[src/rtl/tmds_decoder_align.sv]
// -----------------------------------------------------------------------------
// tmds_decoder_align
//
// Purpose:
//   Word aligner and decoder for one TMDS channel.
//   - Holds the last two raw 10-bit words as a 20-bit serial window.
//   - Extracts the aligned word at the current bit offset.
//   - Hunts for the offset that yields a steady run of control tokens.
//   - Decodes aligned words into a video byte or a control pair.
//
// Optional feature:
//   Define TMDS_DECODER_STATS_EN to build the saturating lock-loss counter.
//   Without it, lock_loss_count is tied to zero.
//
// Parameters:
//   LOCK_COUNT    consecutive aligned control tokens needed to declare lock
//   SLIP_CYCLES   search cycles spent at one offset before slipping one bit
//   TIMEOUT_BITS  lock is dropped after 2^TIMEOUT_BITS cycles with no token
//
// Ports:
//   clk_pixel        in   1   pixel clock (single domain)
//   reset            in   1   asynchronous, active-high reset
//   tmds_raw         in  10   unaligned channel word, bit 0 received first
//   data             out  8   decoded video byte
//   ctl              out  2   decoded control pair {CD1,CD0}
//   de               out  1   1 = video data, 0 = control period
//   locked           out  1   word alignment achieved
//   align_offset     out  4   current bit-slip offset, 0..9
//   lock_loss_count  out  8   number of lock losses, saturating at 255
//
// Latency:
//   Three clk_pixel cycles from tmds_raw to the decoded outputs at offset 0.
//   - r1, r2: two capture stages.
//   - The aligned word is sliced combinationally from the registered window.
//   - The decoded outputs are registered.
//
// FSM states:
//   state     | meaning
//   ----------+---------------------------------------------------------------
//   ST_SEARCH | hunting: count token runs, slip the offset when the timer ends
//   ST_LOCKED | aligned: decode freely, watch for a long token-free gap
// -----------------------------------------------------------------------------
module tmds_decoder_align #(
  parameter int LOCK_COUNT   = 16,
  parameter int SLIP_CYCLES  = 1024,
  parameter int TIMEOUT_BITS = 12
) (
  input  logic       clk_pixel,
  input  logic       reset,
  input  logic [9:0] tmds_raw,
  output logic [7:0] data,
  output logic [1:0] ctl,
  output logic       de,
  output logic       locked,
  output logic [3:0] align_offset,
  output logic [7:0] lock_loss_count
);

  localparam int RUN_W  = $clog2(LOCK_COUNT + 1);
  localparam int SLIP_W = (SLIP_CYCLES > 1) ? $clog2(SLIP_CYCLES) : 1;

  localparam logic [RUN_W-1:0]        RUN_LAST  = RUN_W'(LOCK_COUNT - 1);
  localparam logic [SLIP_W-1:0]       SLIP_LAST = SLIP_W'(SLIP_CYCLES - 1);
  localparam logic [TIMEOUT_BITS-1:0] TO_LAST   = '1;

  localparam logic [9:0] TOK_00 = 10'b1101010100;
  localparam logic [9:0] TOK_01 = 10'b0010101011;
  localparam logic [9:0] TOK_10 = 10'b0101010100;
  localparam logic [9:0] TOK_11 = 10'b1010101011;

  typedef enum logic {
    ST_SEARCH = 1'b0,
    ST_LOCKED = 1'b1
  } state_t;

  // ---------------------------------------------------------------------------
  // Registers
  // ---------------------------------------------------------------------------
  logic [9:0]              r1_q, r1_d;
  logic [9:0]              r2_q, r2_d;
  state_t                  state_q, state_d;
  logic [3:0]              offset_q, offset_d;
  logic [RUN_W-1:0]        run_q, run_d;
  logic [SLIP_W-1:0]       slip_q, slip_d;
  logic [TIMEOUT_BITS-1:0] to_q, to_d;
  logic [1:0]              ctl_last_q, ctl_last_d;
  logic [7:0]              data_q, data_d;
  logic [1:0]              ctl_q, ctl_d;
  logic                    de_q, de_d;

  // ---------------------------------------------------------------------------
  // Combinational signals
  // ---------------------------------------------------------------------------
  // Bit 19 of the 20-bit window is never selected (max offset 9 -> bit 18).
  logic [18:0] window;
  logic [9:0]  aligned_w;
  logic        is_tok;
  logic [1:0]  tok_ctl;
  logic [3:0]  offset_inc;
  logic [7:0]  d_word;
  logic [6:0]  d_xor;
  logic [7:0]  dec_data;

  // ---------------------------------------------------------------------------
  // Input window and word slicing
  // ---------------------------------------------------------------------------
  assign r1_d = tmds_raw;
  assign r2_d = r1_q;

  // r2 holds the older word, so it forms the low (earlier) half of the window.
  assign window = {r1_q[8:0], r2_q};

  always_comb begin
    aligned_w = window[9:0];
    for (int k = 0; k < 10; k++) begin
      if (offset_q == 4'(k)) begin
        aligned_w = window[k +: 10];
      end
    end
  end

  // ---------------------------------------------------------------------------
  // Control-token detection
  // ---------------------------------------------------------------------------
  always_comb begin
    is_tok  = 1'b1;
    tok_ctl = 2'b00;
    case (aligned_w)
      TOK_00:  tok_ctl = 2'b00;
      TOK_01:  tok_ctl = 2'b01;
      TOK_10:  tok_ctl = 2'b10;
      TOK_11:  tok_ctl = 2'b11;
      default: is_tok  = 1'b0;
    endcase
  end

  // ---------------------------------------------------------------------------
  // Data decode
  // ---------------------------------------------------------------------------
  // q[9] undoes the DC-balancing inversion.
  // q[8] selects XOR versus XNOR chaining between adjacent bits.
  assign d_word   = aligned_w[9] ? ~aligned_w[7:0] : aligned_w[7:0];
  assign d_xor    = d_word[7:1] ^ d_word[6:0];
  assign dec_data = {(aligned_w[8] ? d_xor : ~d_xor), d_word[0]};

  assign offset_inc = (offset_q == 4'd9) ? 4'd0 : offset_q + 4'd1;

  // ---------------------------------------------------------------------------
  // Alignment FSM: next state and counters
  // ---------------------------------------------------------------------------
  always_comb begin
    state_d  = state_q;
    offset_d = offset_q;
    run_d    = run_q;
    slip_d   = slip_q;
    to_d     = to_q;

    case (state_q)
      ST_SEARCH: begin
        to_d = '0;
        if (is_tok && (run_q == RUN_LAST)) begin
          // Lock has priority over a coincident slip, so the offset stays put.
          state_d = ST_LOCKED;
          run_d   = '0;
          slip_d  = '0;
        end else begin
          run_d = is_tok ? run_q + RUN_W'(1) : '0;
          if (slip_q == SLIP_LAST) begin
            offset_d = offset_inc;
            slip_d   = '0;
            run_d    = '0;
          end else begin
            slip_d = slip_q + SLIP_W'(1);
          end
        end
      end

      ST_LOCKED: begin
        run_d  = '0;
        slip_d = '0;
        if (is_tok) begin
          to_d = '0;
        end else if (to_q == TO_LAST) begin
          // Timeout: resume the search one bit further on.
          state_d  = ST_SEARCH;
          offset_d = offset_inc;
          to_d     = '0;
        end else begin
          to_d = to_q + TIMEOUT_BITS'(1);
        end
      end

      default: begin
        state_d = ST_SEARCH;
      end
    endcase
  end

  // ---------------------------------------------------------------------------
  // Output stage
  // ---------------------------------------------------------------------------
  // The gate uses next-state lock, so the outputs and the locked flag change on
  // the same edge. The word that completes lock is decoded, and the word that
  // times lock out is blanked. ctl_last keeps tracking tokens while unlocked.
  always_comb begin
    ctl_last_d = is_tok ? tok_ctl : ctl_last_q;
    de_d       = 1'b0;
    data_d     = 8'h00;
    ctl_d      = 2'b00;
    if (state_d == ST_LOCKED) begin
      de_d   = ~is_tok;
      data_d = is_tok ? 8'h00 : dec_data;
      ctl_d  = ctl_last_d;
    end
  end

  // ---------------------------------------------------------------------------
  // Sequential state
  // ---------------------------------------------------------------------------
  always_ff @(posedge clk_pixel or posedge reset) begin
    if (reset) begin
      r1_q       <= '0;
      r2_q       <= '0;
      state_q    <= ST_SEARCH;
      offset_q   <= '0;
      run_q      <= '0;
      slip_q     <= '0;
      to_q       <= '0;
      ctl_last_q <= '0;
      data_q     <= '0;
      ctl_q      <= '0;
      de_q       <= 1'b0;
    end else begin
      r1_q       <= r1_d;
      r2_q       <= r2_d;
      state_q    <= state_d;
      offset_q   <= offset_d;
      run_q      <= run_d;
      slip_q     <= slip_d;
      to_q       <= to_d;
      ctl_last_q <= ctl_last_d;
      data_q     <= data_d;
      ctl_q      <= ctl_d;
      de_q       <= de_d;
    end
  end

  // ---------------------------------------------------------------------------
  // Lock-loss statistics
  // ---------------------------------------------------------------------------
`ifdef TMDS_DECODER_STATS_EN
  logic [7:0] llc_q, llc_d;

  always_comb begin
    llc_d = llc_q;
    if ((state_q == ST_LOCKED) && (state_d == ST_SEARCH) && (llc_q != 8'hFF)) begin
      llc_d = llc_q + 8'd1;
    end
  end

  always_ff @(posedge clk_pixel or posedge reset) begin
    if (reset) begin
      llc_q <= '0;
    end else begin
      llc_q <= llc_d;
    end
  end

  assign lock_loss_count = llc_q;
`else
  assign lock_loss_count = 8'd0;
`endif

  assign data         = data_q;
  assign ctl          = ctl_q;
  assign de           = de_q;
  assign locked       = (state_q == ST_LOCKED);
  assign align_offset = offset_q;

endmodule

[config.mk]
export PLATFORM = sky130hd
export DESIGN_NAME = tmds_decoder_align
export DESIGN_NICKNAME = d
export VERILOG_FILES = /design/src/rtl/tmds_decoder_align.sv
export SDC_FILE = /design/constraint.sdc
export NUM_CORES = 1
export LEC_CHECK = 0
export CAP_MARGIN = 20
export CORE_ASPECT_RATIO = 1.1
export CORE_MARGIN = 4
export CORE_UTILIZATION = 63
export DETAILED_ROUTE_END_ITERATION = 6
export DONT_BUFFER_PORTS = 1
export PLACE_DENSITY = 0.79
export SYNTH_ARGS = -nofsm -noshare
export SYNTH_HDL_FRONTEND = slang
export SYNTH_SLANG_ARGS = --single-unit
export TNS_END_PERCENT = 10
[constraint.sdc]
create_clock -name clk_pixel -period 9.3 [get_ports clk_pixel]
set_input_delay 1.395 -clock clk_pixel [delete_from_list [all_inputs] [get_ports clk_pixel]]
set_output_delay 1.395 -clock clk_pixel [all_outputs]
set_load 0.005 [all_outputs]
==> Word level (Yosys, flattened, before mapping) <==
Index checks and enable logic that the tools add are counted.
{ "classes": {"addsub": 4, "bitwise": 5, "shift": 0, "n_eq_ne": 20, "n_reduce_logical": 3, "div_mod_pow": 0, "n_mul": 0, "muxes": 38, "n_lt_le_gt_ge": 0} }
{ "op_table": {"columns": ["op", "n"], "rows": [
  ["10-bit two-way mux", 11],
  ["10-bit equality test, second input constant", 3],
  ["12-bit two-way mux", 2],
  ["8-bit two-way mux", 3],
  ["12-bit case mux with 2 select lines", 1],
  ["4-bit two-way mux", 5],
  ["10-bit case mux with 2 select lines", 1],
  ["4-bit by 3-bit equality test with 1-bit output, second input constant", 4],
  ["5-bit two-way mux", 3],
  ["12-bit by 1-bit adder with 12-bit output, second input constant", 1],
  ["12-bit equality test, second input constant", 1],
  ["10-bit by 1-bit adder with 10-bit output, second input constant", 1],
  ["10-bit by 8-bit equality test with 1-bit output, second input constant", 1],
  ["10-bit by 9-bit equality test with 1-bit output, second input constant", 1],
  ["5-bit case mux with 2 select lines", 1],
  ["4-bit by 2-bit equality test with 1-bit output, second input constant", 2],
  ["4-bit equality test, second input constant", 2],
  ["8-bit inverter", 1],
  ["4-bit case mux with 2 select lines", 1],
  ["7-bit two-way mux", 1],
  ["7-bit inverter", 1],
  ["7-bit XOR", 1],
  ["2-bit != test, second input constant", 3],
  ["2-bit case mux with 3 select lines", 1],
  ["12 further kinds", 18]
]} }
{ "word_totals": {"register_bits": 65, "memories": 0, "ramBits": 0, "latch_bits": 0, "inputBits": 12, "romBits": 0} }

==> Longest topological paths before layout <==
Gate-level depths: netlist of run 1.
{ "logic_depth": {"ltp_word": 17, "depth_mapped": 20, "ltp_nobuf": 15} }

==> Least setup slack after synthesis of run 1 <==
Ideal clock, no wire load.
{ "synth_timing": {"kind": "reg2reg", "startpoint": "register offset_q[1], in the netlist align_offset[1]", "endpoint": "register run_q[2]", "synth_period_minus_slack_ps": 3653, "path_slack_ps": 5647, "required_ps": 9231, "path_stages_with_launch": 19, "setup_time_ps": 69, "arrival_ps": 3584, "cell_sequence": "dfrtp_1 buf_6 buf_6 clkbuf_1 buf_1 mux2_2 nand2_1 o21ai_0 a21oi_1 o21ai_0 o221ai_1 ha_1 nand3_1 or4_4 buf_6 and2_4 buf_6 or3_4 nor2_2"} }
{ "synth_via": {"elab_chain_len": 17} }
{ "synth_lines": {"columns": ["item", "line_no", "source"], "rows": [
  ["start: declaration", "82", "logic [3:0] offset_q, offset_d;"],
  ["start signal: assignment", "237", "offset_q <= offset_d;"],
  ["4-bit by 1-bit equality test with 1-bit output", "116", "if (offset_q == 4'(k)) begin"],
  ["10-bit two-way mux (8 in a row)", "116", null],
  ["10-bit two-way mux (*)", "116", null],
  ["10-bit equality test (tied with other cells)", "128", "case (aligned_w)"],
  ["4-bit OR reduction (no source line) (*)", null, null],
  ["1-bit two-way mux (*)", "128", null],
  ["5-bit two-way mux", "167", "run_d = is_tok ? run_q + RUN_W'(1) : '0;"],
  ["5-bit two-way mux", "168", "if (slip_q == SLIP_LAST) begin"],
  ["5-bit two-way mux (*)", "161", "if (is_tok && (run_q == RUN_LAST)) begin"],
  ["5-bit case mux with 2 select lines (*)", "158", "case (state_q)"],
  ["named net run_d[2]", "83", "logic [RUN_W-1:0] run_q, run_d;"],
  ["end signal: assignment", "238", "run_q <= run_d;"],
  ["end: declaration", "83", null]
]} }
The timed path passes the listed nets; every way through them passes the cells marked *.
A chain may end at the register's enable or synchronous reset.

==> Final worst setup path of run 1 <==
{ "layout_timing": {"startpoint": "register offset_q[2], in the netlist align_offset[2]", "endpoint": "register run_q[2]"} }
The elaborated chain is that of the path after synthesis.

==> metrics.txt, run 1 <==
status complete, no violations; cts bufs inserted 9; arrival time at the worst endpoint approximately 4.3 ns; cell internal power dissipation 0.466 mW; Pins Over Slew Limit 0; quantity of hold-fixing buffers added after cts 0; Final Wtd Congestion 0.957; Detailed Routing Iterations Pass 1 5; worst vdd ir 0.121 mV; number of sinks driven by the clock tree 65; headroom to the max-slew limit 0.380; logic gate share of total power 0.055; summed negative setup slack over all endpoints 0 ns; area of the mapped netlist 0.00401 mm²; post-detailed-route DRC marker count 0; most frequent CP cell a21oi_1; unrepaired setup endpoints after global routing false; count of port buffers added during placement 0; ANT cells 0; share of the synthesized area in compound gates (AO/OA/AOI/OAI) 0.168; startpoint types register; H-Tree Depth 3; portion of total power attributed to the clock network 0.454; most common cell in the netlist dfrtp_1; wire length of the first global-routing pass 15,800 µm; delay of the slowest critical-path stage roughly 0.96 ns; insertion delay of the later-clocked pin in the worst-skew pair about 0.34 ns; distinct cell type count of the synthesized netlist between 70 and 80; # Max-Cap Violations 0; fraction of synthesized cell area in xor and xnor cells 0.0721; via count of the first global-routing pass about 3,100; cell count after synthesis approximately 440; share of the synthesized area in the top cell type 0.405; DP HPWL 6680 µm; number of nets in the final layout approximately 450; height of the die between 90 and 100 µm; clock input transition at the sequential cells of the worst setup and hold paths about 0.080 ns; category of the critical setup timing path register to register; Power per Cell Area 145 mW/mm²; measured slew at the worst slew-check pin 0.930 ns; overall die width around 84 µm; sequential-to-total area share from yosys stat 0.405; shortest period the worst path allows between 4 and 5 ns; Leak Pwr ~1.7 nW; Finish-stage setup viols 0; worst clock skew 0.0138 ns; Core ar. roughly 0.0062 mm²; main combinational cell family by area after synthesis simple AND/OR/NAND/NOR gates; I/O pin count 36; list of most frequent post-synthesis cells 65 x dfrtp_1, 56 x nor2_1, 32 x nand2_1, 24 x inv_1, 23 x a21oi_1; multiplexer area fraction after synthesis 0.0265; WL/cell 18.8 µm; number of synthesized flops with an enable pin 0; cell taking the most area after synthesis dfrtp_1; proportion of total power due to net switching 0.228; drt total wl roughly 9600 µm; buffer count from post-CTS setup fixing 0; Yosys reg bits 65; type of the tightest min-delay check register to register; per-cell via count in the routed design between 6 and 7; worst hold slack after final layout between 0.3 and 0.4 ns; endpoint kind of the worst setup timing path register; leading post-synthesis cells by cell area dfrtp_1 41%, nor2_1 5.2%, xnor2_1 4.6%; overall overflow remaining after global route 0; buffer depth of the longest clock path 2; part of the power in registers 0.491; maximum number of pins on one net before global-route repair between 60 and 70; DR vias roughly 3,300; slowest stage cell, crit path dfrtp_1; critical-path maximum fanout 32; endpoint required time on the critical path 9.56 ns; PnR Total Power between 0.6 and 0.7 mW; area share of and/or/nand/nor cells after synthesis 0.211; aggregate global-route resource usage 0.264; Synth Warn # 0; Row Count 30; area growth from synthesis to layout 3.56%; proportion of synthesized flip-flops having asynchronous set or reset 1.00; Avg Cell Area, Syn 9.18 µm²; f_max 248 MHz; Switch Pwr approximately 0.14 mW; number of DRC markers after the initial detailed-route iteration approximately 360; list of cells traversed by the critical path nor2b_1, nor3_1, a21oi_1, o211ai_1, a21oi_1, o21ai_0, inv_1, ha_1, nand3_1, or4_4, and2_4, or3_4, nor2_2; TritonCTS clock tree built; die area ~0.0077 mm²; dominant synthesized flop cell dfrtp_1; fraction of layout instances using a drive strength above 1 0.112; Adder-Cell Fraction of Synth Area 0.0343; final clock period utilization by the worst path 0.433; Final Hold Violating Endpoints 0; effective utilization at floorplan 0.648; Gates resized, CTS repair 0; DRT antenna net count 0; Root Driver clkbuf_8; antenna violations before repair 0
registers in the layout (all words and copies together) (netlist names):
signal / cells
data: 8
r2_q: 10
de: 1
r1_q: 10
align_offset: 4
locked: 1
slip_q: 10
ctl: 2
run_q: 5
ctl_last_q: 2
to_q: 12
layout make-up:
type / instances / area, µm²
clock inverters: 4 / 75.1
inverters: 24 / 90.1
repair buffers: 3 / 22.5
multi-input cells: 320 / 2080
fillers: 486 / 2040
flip-flops and latches: 65 / 1630
well taps: 80 / 100
clock buffers: 12 / 155
per-stage QoR:
step                worst slack [ns]  cells  area [µm²]   util
finish                          5.27    508        4150  0.671
global route                    4.96    508        4150  0.671
CTS                             5.34    508        4150  0.671
detailed placement              5.37    492        3920  0.634
global placement                5.47    492        3920  0.634
floorplan                       5.65    444        4040      -
layout by cell type (no fill, tap or decap), drive strengths merged, types with 7 or more instances in the layout:
cell     n
inv     24
nor2    62
nand3   16
nand2   33
ha      11
nand2b   7
o21ai   22
o221ai  10
a21oi   23
clkbuf  12
dfrtp   65
xor2    12
conb     8
xnor2   21
o22ai    8
worst max-delay path, delay by kind of cell (launching register included):
kind                       cells  cell delay, ns
adders and majority gates      1            0.14
and+or+nand+nor                7            2.08
buffers and inverters          1            0.10
DFF                            1            0.96
AOI/OAI and AO/OA              4            0.68
cells by family (layout without fill, tap and decap cells):
| kind of cell | count (synthesis) | count (layout) |
|---|---|---|
| xor+xnor | 33 | 33 |
| buf+inv | 59 | 43 |
| mux | 10 | 10 |
| other cells | 1 | 8 |
| fa+ha+maj | 11 | 11 |
| compound gates | 99 | 99 |
| simple gates | 159 | 159 |
| flops | 65 | 65 |
power groups by stage:
stage	Clock [mW]	Combinational [mW]	Sequential (mW)
after floorplan	0	0.0295	0.297
after detailed placement	0	0.0332	0.302
final	0.274	0.0333	0.297
after CTS	0.278	0.0332	0.296
after global placement	0	0.0330	0.302
after global routing	0.289	0.0371	0.297
metal layers:
layer / vias to the layer above / wire [µm] / track usage
li1: 1486 / - / -
met1: 1534 / 3780 / 0.330
met2: 198 / 4690 / 0.430
met3: 34 / 750 / 0.0593
met4: 0 / 345 / 0.129
met5: - / 0 / 0
final timing paths:
path                                 endpoint             from  slack, ns  depth (start not counted)
max in group asynchronous       ctl_last_q[0]            reset       7.62                          2
min in group asynchronous           slip_q[5]            reset       1.16                          2
worst min register to register        r2_q[9]          r1_q[9]       0.35                          0
worst min-delay path                  r2_q[9]          r1_q[9]       0.35                          0
worst max register to register       run_q[2]  align_offset[2]       5.27                         13
worst max-delay path                 run_q[2]  align_offset[2]       5.27                         13
No activity file was read; power rests on OpenSTA's default activity.
==> inputs of run 2 (changes only) <==
--- a/config.mk
+++ b/config.mk
@@ -8,10 +8,10 @@
 export CAP_MARGIN = 20
 export CORE_ASPECT_RATIO = 1.1
 export CORE_MARGIN = 4
-export CORE_UTILIZATION = 63
+export CORE_UTILIZATION = 58
 export DETAILED_ROUTE_END_ITERATION = 6
 export DONT_BUFFER_PORTS = 1
-export PLACE_DENSITY = 0.79
+export PLACE_DENSITY = 0.76
 export SYNTH_ARGS = -nofsm -noshare
 export SYNTH_HDL_FRONTEND = slang
 export SYNTH_SLANG_ARGS = --single-unit
==> constraint.sdc (replaced) <==
create_clock -name clk_pixel -period 3.66 [get_ports clk_pixel]
set_input_delay 0.549 -clock clk_pixel [delete_from_list [all_inputs] [get_ports clk_pixel]]
set_output_delay 0.549 -clock clk_pixel [all_outputs]
set_load 0.005 [all_outputs]
==> run 2 against run 1 <==
Compared with the run above:
- fmax increased by 18%
- worst setup slack got worse by 5.0 ns
- total power increased by 140%
- cell area increased by 4.8%
- first-iteration DRC count decreased by 20%
- die area increased by 7.8%
- register-to-register slack got worse by 5.0 ns
- combinational power increased to 2.8 times the previous value
- sequential cell count unchanged
- critical path type unchanged
==> metrics.txt, run 2 (synthesis gave the netlist of run 1 again) <==
buffer count from post-CTS setup fixing 0 (unchanged); maximum number of pins on one net before global-route repair 50 (-24%); worst path bufs/invs 3 (+2); Final Hold Violating Endpoints 0 (unchanged); Detailed Routing Iterations Pass 1 5 (unchanged); Core ar. 0.00667 mm² (+7.7%); H-Tree Depth 3 (unchanged); effective utilization at floorplan 0.601 (-0.0464); number of nets in the final layout 471 (+5.6%); DP Area 0.00411 mm² (+4.8%); worst clock skew 0.00521 ns (-0.00860 ns); Power per Cell Area 337 mW/mm² (+130%); DRT antenna net count 0 (unchanged); list of cells traversed by the critical path buf_12, or4b_1, o21ai_1, o31ai_1, o21ai_1, ha_1, nand4_1, nand2b_1, buf_4, nand3_1, nand2_1, inv_1, o221ai_1; cell internal power dissipation 1.14 mW (+140%); buffer depth of the longest clock path 2 (unchanged); TritonCTS clock tree built; via count of the first global-routing pass 3,169 (+2.7%); count of port buffers added during placement 0 (unchanged); largest register by flop count to_q; smallest setup slack after layout 0.257 ns (-5.01 ns); total area of sequential cells 0.00163 mm² (+0.31%); category of the critical setup timing path register to register; instance count after placement with tap cells included 517 (+5.1%); headroom to the max-slew limit 0.659 (+0.279); I/O pin count 36 (unchanged); arrival time at the worst endpoint 3.60 ns (-0.69 ns); post-route core utilization 0.653 (-0.0180); antenna violations before repair 0 (unchanged); portion of total power attributed to the clock network 0.423 (-0.031); Post-Layout Cell Count 535 (+5.3%); area of the multi-input gates 0.00208 mm² (unchanged); summed negative setup slack over all endpoints 0 ns (unchanged); ANT cells 0 (unchanged); DR vias 3,288 (+1.1%); leading cell types in the layout, fill and taps excluded 61 x dfrtp_1, 56 x nor2_1, 32 x nand2_1; critical-path maximum fanout 20 (-38%); Final Wtd Congestion 0.962 (+0.60%); insertion delay of the later-clocked pin in the worst-skew pair 0.33 ns (about the same); f_max 294 MHz (+18%); proportion of total power due to net switching 0.224 (-0.00458); die area 0.00831 mm² (+7.8%); kind of cell adding the most delay to the critical path simple AND/OR/NAND/NOR gates; Finish-stage setup viols 0 (unchanged); overall overflow remaining after global route 0 (unchanged); area growth from synthesis to layout 8.55%; # Max-Cap Violations 0 (unchanged); WL/cell 18.7 µm (-0.64%); startpoint types register; routed length on met1 4090 µm (+8.4%); shortest period the worst path allows 3.40 ns (-0.629 ns); final non-filler cell area 0.00435 mm² (+4.8%); delay of the slowest critical-path stage 0.67 ns (-0.29 ns); number of DRC markers after the initial detailed-route iteration 286 (-20%); fraction of layout instances using a drive strength above 1 0.166 (+0.0534); aggregate global-route resource usage 0.254 (-0.00922); per-cell via count in the routed design 6.15 (-4.0%); unrepaired setup endpoints after global routing false; number of fillers in the final layout 549 (+13%); Root Driver clkbuf_8; Switch Pwr 0.328 mW (+140%); total length of routed met2 wires 4990 µm (+6.3%); post-detailed-route DRC marker count 0 (unchanged); endpoint required time on the critical path 3.86 ns (-5.70 ns); endpoint kind of the worst setup timing path register; drt total wl 10,000 µm (+4.6%); pre-CTS WS 0.228 ns (-5.15 ns); type of the tightest min-delay check input pin to register; Row Count 31 (+3.3%); part of the power in registers 0.514 (+0.023); slowest stage cell, crit path or4b_1; worst vdd ir 0.304 mV (+150%); height of the die 95.2 µm (+3.8%); most common library cell in the layout ignoring fill and taps dfrtp_1; number of sinks driven by the clock tree 65 (unchanged); logic gate share of total power 0.063 (+0.008); highest routing layer actually used met4; Pins Over Slew Limit 0 (unchanged); status complete, no violations; DP HPWL 7210 µm (+7.9%); wire length of the first global-routing pass 16,100 µm (+1.4%); most frequent CP cell o21ai_1; overall die width 87.3 µm (+3.8%); Leak Pwr 1.85 nW (+7.2%); cts bufs inserted 9 (unchanged); final clock period utilization by the worst path 0.930 (+0.496); measured slew at the worst slew-check pin 0.506 ns (-0.424 ns); worst hold slack after final layout 0.241 ns (-0.113 ns); flip-flop count of the largest register after layout 12 (unchanged); PnR Total Power 1.47 mW (+140%); clock input transition at the sequential cells of the worst setup and hold paths 0.07 ns (about the same); amount of wire on met3 after detailed routing 571 µm (-24%)
run 2: cell types whose count changed in the layout (fill, tap and decap cells not counted):
| cell | change |
|---|---|
| clkinv_2 | +1 |
| dfrtp_1 | -4 |
| bufinv_16 | -1 |
| dfrtp_2 | +4 |
| clkbuf_1 | +1 |
| buf_4 | +22 |
| buf_12 | +2 |
| clkinvlp_4 | -2 |
| dlygate4sd3_1 | +1 |
| clkbuf_8 | +1 |
run 2: layout make-up:
class | count | area share
well taps | 82 | 0.0236
clock buffers | 14 | 0.0397
flip-flops and latches | 65 | 0.375
clock inverters | 2 | 0.00805
inverters | 24 | 0.0207
repair buffers | 28 | 0.0546
multi-input cells | 320 | 0.479
run 2: worst register-to-register path, cell delays in order, from the launching register on:
cell and delay, ns:
dfrtp_2 0.53, buf_12 0.21, or4b_1 0.67, o21ai_1 0.21, o31ai_1 0.11, o21ai_1 0.35
ha_1 0.23, nand4_1 0.09, nand2b_1 0.21, buf_4 0.17, nand3_1 0.13, nand2_1 0.13
inv_1 0.13, o221ai_1 0.11
run 2: final timing paths:
check                                start         endpoint  slack, ns  depth (start not counted)
setup / recovery           align_offset[1]  align_offset[3]       0.26                         13
hold / removal                 tmds_raw[8]          r1_q[8]       0.24                          0
setup reg to reg           align_offset[1]  align_offset[3]       0.26                         13
hold reg to reg                    r1_q[9]          r2_q[9]       0.36                          0
max in group asynchronous            reset          r1_q[2]       2.38                          4
min in group asynchronous            reset          r1_q[8]       0.55                          2
run 2: what timing repair did:
action                                  CTS  global route
resized for setup                         0             3
hold buffers                              0             1
endpoints found under the setup margin    0            34
endpoints found under the hold margin     0             5
run 2: layer usage:
metal / vias to the layer above / track usage
met3: 34 / 0.0380
met1: 1564 / 0.323
met5: - / 0
li1: 1544 / -
met2: 146 / 0.428
met4: 0 / 0.114
run 2: power by group through the flow:
stage	combinational [mW]	clock, mW	sequential, mW
floorplan	0.0749	0	0.755
global placement	0.0874	0	0.767
detailed placement	0.0884	0	0.767
CTS	0.0891	0.635	0.754
global route	0.103	0.667	0.755
finish	0.0921	0.621	0.755
